**config.mk**
```make
export PLATFORM = sky130hd
export DESIGN_NAME = tdc_pair_sched
export DESIGN_NICKNAME = d
export VERILOG_FILES = /design/src/rtl/tdc_pair_sched.sv
export SDC_FILE = /design/constraint.sdc
export NUM_CORES = 1
export LEC_CHECK = 0
export ABC_AREA = 1
export BUFFER_PORTS_ARGS = -buffer_cell sky130_fd_sc_hd__buf_2
export CORE_MARGIN = 5
export CORE_UTILIZATION = 40
export CTS_CLUSTER_DIAMETER = 100
export DETAILED_ROUTE_END_ITERATION = 16
export PLACE_DENSITY = 0.61
export SLEW_MARGIN = 25
export SYNTH_ARGS = -nofsm -noshare
export SYNTH_HDL_FRONTEND = slang
export SYNTH_SLANG_ARGS = --single-unit
export TNS_END_PERCENT = 10
```
**constraint.sdc**
```tcl
create_clock -name clk -period 2.7 [get_ports clk]
set_input_delay 0.54 -clock clk [delete_from_list [all_inputs] [get_ports clk]]
set_output_delay 0.54 -clock clk [all_outputs]
set_load 0.02 [all_outputs]
```
**src/rtl/tdc_pair_sched.sv**
```systemverilog
// rtl/tdc_pair_sched.sv - pairs same-channel TDC samples and schedules a shared pair-sum adder
module tdc_pair_sched #(
    parameter int DW  = 37,
    parameter int OW  = 20,
    parameter int GAP = 4,
    parameter int CW  = 8
) (
    input  logic          clk,
    input  logic          rst,
    input  logic [OW-1:0] cfg_offset,
    input  logic [15:0]   cfg_timeout,
    input  logic          ch0_dval,
    input  logic [DW-1:0] ch0_data,
    input  logic          ch1_dval,
    input  logic [DW-1:0] ch1_data,
    output logic [OW-1:0] out_data,
    output logic          out_ch,
    output logic          o_dval,
    output logic          busy,
    output logic [CW-1:0] ovf_cnt,
    output logic [CW-1:0] tmo_cnt
);

    typedef enum logic [1:0] {B_EMPTY, B_HALF, B_FULL} buf_t;
    typedef enum logic [1:0] {S_IDLE, S_SUM, S_OUT, S_GAP} state_t;

    state_t        r_state, w_next;
    buf_t          r_bst  [2];
    logic [DW-1:0] r_a    [2];
    logic [DW-1:0] r_b    [2];
    logic [15:0]   r_wait [2];
    logic          r_rr;
    logic [DW-1:0] r_opa, r_opb;
    logic [OW-1:0] r_off;
    logic          r_ch;
    logic [OW-1:0] r_sum;
    logic [15:0]   r_gcnt;

    logic          w_dval [2];
    logic [DW-1:0] w_data [2];
    logic          w_gnt  [2];
    logic          w_ovf  [2];
    logic          w_tmo  [2];
    logic          w_full0, w_full1, w_gnt_any, w_gnt_ch;
    logic [CW:0]   w_ovf_sum, w_tmo_sum;

    always_comb begin
        w_dval[0] = ch0_dval;
        w_dval[1] = ch1_dval;
        w_data[0] = ch0_data;
        w_data[1] = ch1_data;
        w_full0   = (r_bst[0] == B_FULL);
        w_full1   = (r_bst[1] == B_FULL);
        w_gnt_any = (r_state == S_IDLE) && (w_full0 || w_full1);
        // round-robin only arbitrates when both channels hold a complete pair
        w_gnt_ch  = (w_full0 && w_full1) ? r_rr : w_full1;
        w_gnt[0]  = w_gnt_any && !w_gnt_ch;
        w_gnt[1]  = w_gnt_any && w_gnt_ch;
        for (int c = 0; c < 2; c++) begin
            w_ovf[c] = w_dval[c] && (r_bst[c] == B_FULL) && !w_gnt[c];
            w_tmo[c] = (r_bst[c] == B_HALF) && !w_dval[c] && (cfg_timeout != 16'd0)
                       && ((r_wait[c] + 16'd1) == cfg_timeout);
        end
        w_ovf_sum = {1'b0, ovf_cnt} + {{CW{1'b0}}, w_ovf[0]} + {{CW{1'b0}}, w_ovf[1]};
        w_tmo_sum = {1'b0, tmo_cnt} + {{CW{1'b0}}, w_tmo[0]} + {{CW{1'b0}}, w_tmo[1]};
    end

    always_ff @(posedge clk) begin
        for (int c = 0; c < 2; c++) begin
            if (rst) begin
                r_bst[c]  <= B_EMPTY;
                r_a[c]    <= '0;
                r_b[c]    <= '0;
                r_wait[c] <= '0;
            end else begin
                case (r_bst[c])
                    B_EMPTY: if (w_dval[c]) begin
                        r_a[c]    <= w_data[c];
                        r_wait[c] <= '0;
                        r_bst[c]  <= B_HALF;
                    end
                    B_HALF: if (w_dval[c]) begin
                        r_b[c]   <= w_data[c];
                        r_bst[c] <= B_FULL;
                    end else if (w_tmo[c]) begin
                        r_bst[c] <= B_EMPTY;
                    end else if (cfg_timeout != 16'd0) begin
                        r_wait[c] <= r_wait[c] + 16'd1;
                    end
                    B_FULL: if (w_gnt[c]) begin
                        if (w_dval[c]) begin
                            r_a[c]    <= w_data[c];
                            r_wait[c] <= '0;
                            r_bst[c]  <= B_HALF;
                        end else begin
                            r_bst[c] <= B_EMPTY;
                        end
                    end
                    default: r_bst[c] <= B_EMPTY;
                endcase
            end
        end
    end

    always_ff @(posedge clk) begin
        if (rst) r_state <= S_IDLE;
        else     r_state <= w_next;
    end

    always_comb begin
        w_next = r_state;
        case (r_state)
            S_IDLE: if (w_gnt_any) w_next = S_SUM;
            S_SUM:  w_next = S_OUT;
            S_OUT:  w_next = (GAP == 0) ? S_IDLE : S_GAP;
            S_GAP:  if (r_gcnt == 16'(GAP - 1)) w_next = S_IDLE;
            default: w_next = S_IDLE;
        endcase
    end

    assign busy = (r_state != S_IDLE);

    always_ff @(posedge clk) begin
        if (rst) begin
            r_rr     <= 1'b0;
            r_opa    <= '0;
            r_opb    <= '0;
            r_off    <= '0;
            r_ch     <= 1'b0;
            r_sum    <= '0;
            r_gcnt   <= '0;
            out_data <= '0;
            out_ch   <= 1'b0;
            o_dval   <= 1'b0;
            ovf_cnt  <= '0;
            tmo_cnt  <= '0;
        end else begin
            if (w_gnt_any) begin
                r_opa <= r_a[w_gnt_ch];
                r_opb <= r_b[w_gnt_ch];
                r_off <= cfg_offset;
                r_ch  <= w_gnt_ch;
                if (w_full0 && w_full1) r_rr <= ~r_rr;
            end
            if (r_state == S_SUM)
                r_sum <= OW'({1'b0, r_opa} + {1'b0, r_opb} + {{(DW + 1 - OW){1'b0}}, r_off});
            o_dval <= (r_state == S_OUT);
            if (r_state == S_OUT) begin
                out_data <= r_sum;
                out_ch   <= r_ch;
            end
            r_gcnt  <= (r_state == S_GAP) ? r_gcnt + 16'd1 : 16'd0;
            ovf_cnt <= w_ovf_sum[CW] ? '1 : w_ovf_sum[CW-1:0];
            tmo_cnt <= w_tmo_sum[CW] ? '1 : w_tmo_sum[CW-1:0];
        end
    end

endmodule
```
==> results.json <==
{
  "status": "finished with violations",
  "violations": "setup timing",
  "holdWs_ns": 0.254,
  "drv_cap": 0,
  "syn_avg_cell_area_sq_um": 8.31,
  "cts.sinks": 254,
  "synth_area_leaders": "edfxtp_1, dfxtp_1, nand2_1",
  "slew_viol_final": 0,
  "num_antenna_cells": 0,
  "cts_tree": "yes",
  "synth_top_area_share": 0.280,
  "cts_max_level": 1,
  "synth_area_sq_um": 12500,
  "synth_common_cells": "nand2_1, nor2_1, inv_1",
  "startpoint_type": "flip-flop",
  "grt_max_degree": 61,
  "register_area_sq_um": 6250,
  "hold_viol": 0,
  "ff2ff_path_depth": 20,
  "power_frac_seq": 0.415,
  "pre_cts_ws_ns": -0.314,
  "timing.final.crit_share": 1.10,
  "setup_ws_ns": -0.264,
  "placed_cell_area_sq_um": 14300,
  "worstSkewPairLatency_ns": 0.54,
  "holdBufCountCts": 0,
  "grt_overflow": 0,
  "internal_power_mw": 8.41,
  "grt_usage": 0.173,
  "area_growth_pct": 26.3,
  "cts_made_buffers": 27,
  "fp.dieW_microns": 187,
  "yosysMostFrequentCell": "nand2_1",
  "switching_share": 0.339,
  "timing.rr.end": "tmo_cnt[7]",
  "num_vias": 10500,
  "rsz0062_at_grt": "yes",
  "synth_compound_area_frac": 0.0973,
  "min_period_ns": 2.96,
  "yosysSeqAreaShare": 0.501,
  "worstSetupEndpointType": "flip-flop",
  "synth_top_family_by_area": "simple AND/OR/NAND/NOR gates",
  "setup_tns_ns": -5.90,
  "synth_seq_cells": 254,
  "synthSimpleGateAreaFrac": 0.233,
  "fmax_mhz": 337,
  "synthArstFlopShare": 0,
  "pwr-share-clk": 0.292,
  "drc": 0,
  "synthCells": 1500,
  "crit_type": "flip-flop to flip-flop",
  "p_leak_nw": 6.96,
  "min_delay_path_depth": 3,
  "worstMarginPinSlew_ns": 0.555,
  "hp-start": "cfg_offset[4]",
  "met2_usage": 0.270,
  "power_frac_comb": 0.293,
  "synth-edff-count": 116,
  "finish.instance_area_sq_um": 15700,
  "powerDensity_nw_per_um2": 809,
  "hold_end": "r_off[4]",
  "io_buffers": 118,
  "yosysWarnings": 0,
  "fill_cells": 2902,
  "syn_nets": 1663,
  "ant_nets": 0,
  "fp-row-count": 64,
  "grtUsageMet3": 0.0232,
  "ff2ff_setup_slack_ns": -0.26,
  "worstPathArrival_ns": 3.41,
  "routed_wirelength_mm": 31.5,
  "gp_congestion": 0.839,
  "antenna_found_initial": 0,
  "slew_headroom": 0.630,
  "busiest_layer": "met2",
  "avgRoutedWirePerCell_microns": 14.6,
  "path_clk_slew_ns": 0.06,
  "grtUsageMet1": 0.257,
  "worstHoldPathType": "primary input to flip-flop",
  "drtIter0Drc": 602,
  "netSwitchingPower_mw": 4.32,
  "synth-xor-area-share": 0.0331,
  "first_pass_iters": 5,
  "vias_per_cell": 4.87,
  "dp_hpwl_mm": 22.6,
  "ir_worst_vdd_mv": 0.603,
  "initial_utilization": 0.406,
  "yosys.area.top_type": "edfxtp_1",
  "synthMuxAreaShare": 0,
  "finalSetupViolCount": 56,
  "core_sq_um": 30700,
  "ys_types": 43,
  "num-nets-final": 1908,
  "cts_buffer_depth": 3,
  "grt_pass1_wl_mm": 50.9,
  "design.die.area_sq_um": 34800,
  "total_power_mw": 12.7,
  "grt_pass1_vias": 9994,
  "cp.required_ns": 3.14,
  "layout-drive-gt1-share": 0.222,
  "die_h_microns": 187,
  "synth-main-ff-cell": "dfxtp_1",
  "multi_input_area_sq_um": 5640,
  "worstPathMaxFanout": 4,
  "clock_skew_ns": 0.0136,
  "root_buffer": "clkbuf_16",
  "synth_adder_area_share": 0.0624,
  "io_pins": 153,
  "r2r_start": "r_wait[1][0]"
}
==> layout make-up <==
cell class,instances,area share
Inverter,189,0.0451
Sequential cell,254,0.397
Clock inverter,9,0.00517
Tap cell,396,0.0315
Timing Repair Buffer,264,0.110
Clock buffer,41,0.0529
Multi-Input combinational cell,1009,0.359
==> registers in the layout, summed over array words and instances (netlist names), 2 cells and up <==
signal	cells
r_a	40
r_bst	4
out_data	20
r_off	20
r_gcnt	16
r_state	2
tmo_cnt	8
r_wait	32
r_opa	20
r_opb	20
r_sum	20
ovf_cnt	8
r_b	40
==> per-layer routing <==
layer	vias to the layer above	part of all wire
li1	5405	-
met1	4805	0.49
met2	268	0.43
met3	51	0.060
met4	0	0.025
met5	-	0
==> how the worst max path moves through the flow <==
stage / start / end / slack (ns) / cells after the start
CTS: r_wait[0][1] / tmo_cnt[7] / -0.20 / 17
floorplan: r_wait[1][0] / tmo_cnt[5] / 0.01 / 16
finish: r_wait[1][0] / tmo_cnt[7] / -0.26 / 20
global route: r_wait[1][0] / tmo_cnt[7] / -0.48 / 20
detailed placement: r_wait[0][0] / tmo_cnt[5] / -0.31 / 17
global placement: r_wait[0][0] / tmo_cnt[5] / -0.27 / 17
==> power groups by stage <==
stage / sequential [mW] / clock, mW / combinational, mW
2_1_floorplan: 5.35 / 0 / 2.26
3_3_place_gp: 5.32 / 0 / 3.52
3_5_place_dp: 5.34 / 0 / 3.57
4_1_cts: 5.27 / 3.81 / 3.65
5_1_grt: 5.35 / 3.96 / 4.23
6_report: 5.28 / 3.72 / 3.73
==> layout by cell type (no fill, tap or decap), types with 73 or more instances in the layout <==
master / netlist / final
edfxtp_1: 116 / 116
a21oi_1: 76 / 74
nor2_1: 247 / 237
nand3_1: 81 / 73
dfxtp_1: 138 / 135
o21ai_0: 74 / 73
buf_4: 0 / 137
inv_1: 186 / 182
nand2_1: 304 / 280
buf_2: 1 / 118
==> critical path: stages (launching register included) <==
cell and delay (ns):
edfxtp_1 0.46, buf_6 0.14, nand3_4 0.06, nor3_4 0.26, buf_4 0.17, inv_2 0.03, nand2_2 0.06, nand2_2 0.06
nand2_1 0.06, nand2_1 0.04, nor2_1 0.10, nand2_1 0.07, nor2_2 0.14, nand3_2 0.12, nor2_4 0.14, fa_2 0.27
nand3_4 0.09, nor3_4 0.14, buf_4 0.13, a31oi_1 0.07, a311oi_1 0.26
==> kinds of logic after synthesis <==
| logic type | Yosys count |
|---|---|
| and+or+nand+nor | 698 |
| DFF | 254 |
| xor gates and xnor gates | 44 |
| buffers and inverters | 237 |
| AOI/OAI and AO/OA | 218 |
| adders and majority gates | 49 |
==> through the flow <==
step,utilization,std cells
6_report,0.513,2162
2_1_floorplan,-,1500
4_1_cts,0.502,2153
3_5_place_dp,0.467,2093
5_1_grt,0.513,2162
3_3_place_gp,0.467,2093
==> what timing repair did <==
action,in CTS,in global routing
setup buffers,10,10
endpoints found under the setup margin,11,84
pin swaps,14,34
hold endpoints to repair,0,0
gates resized for setup,22,71
Note: power is estimated with default switching activity, not from simulation.
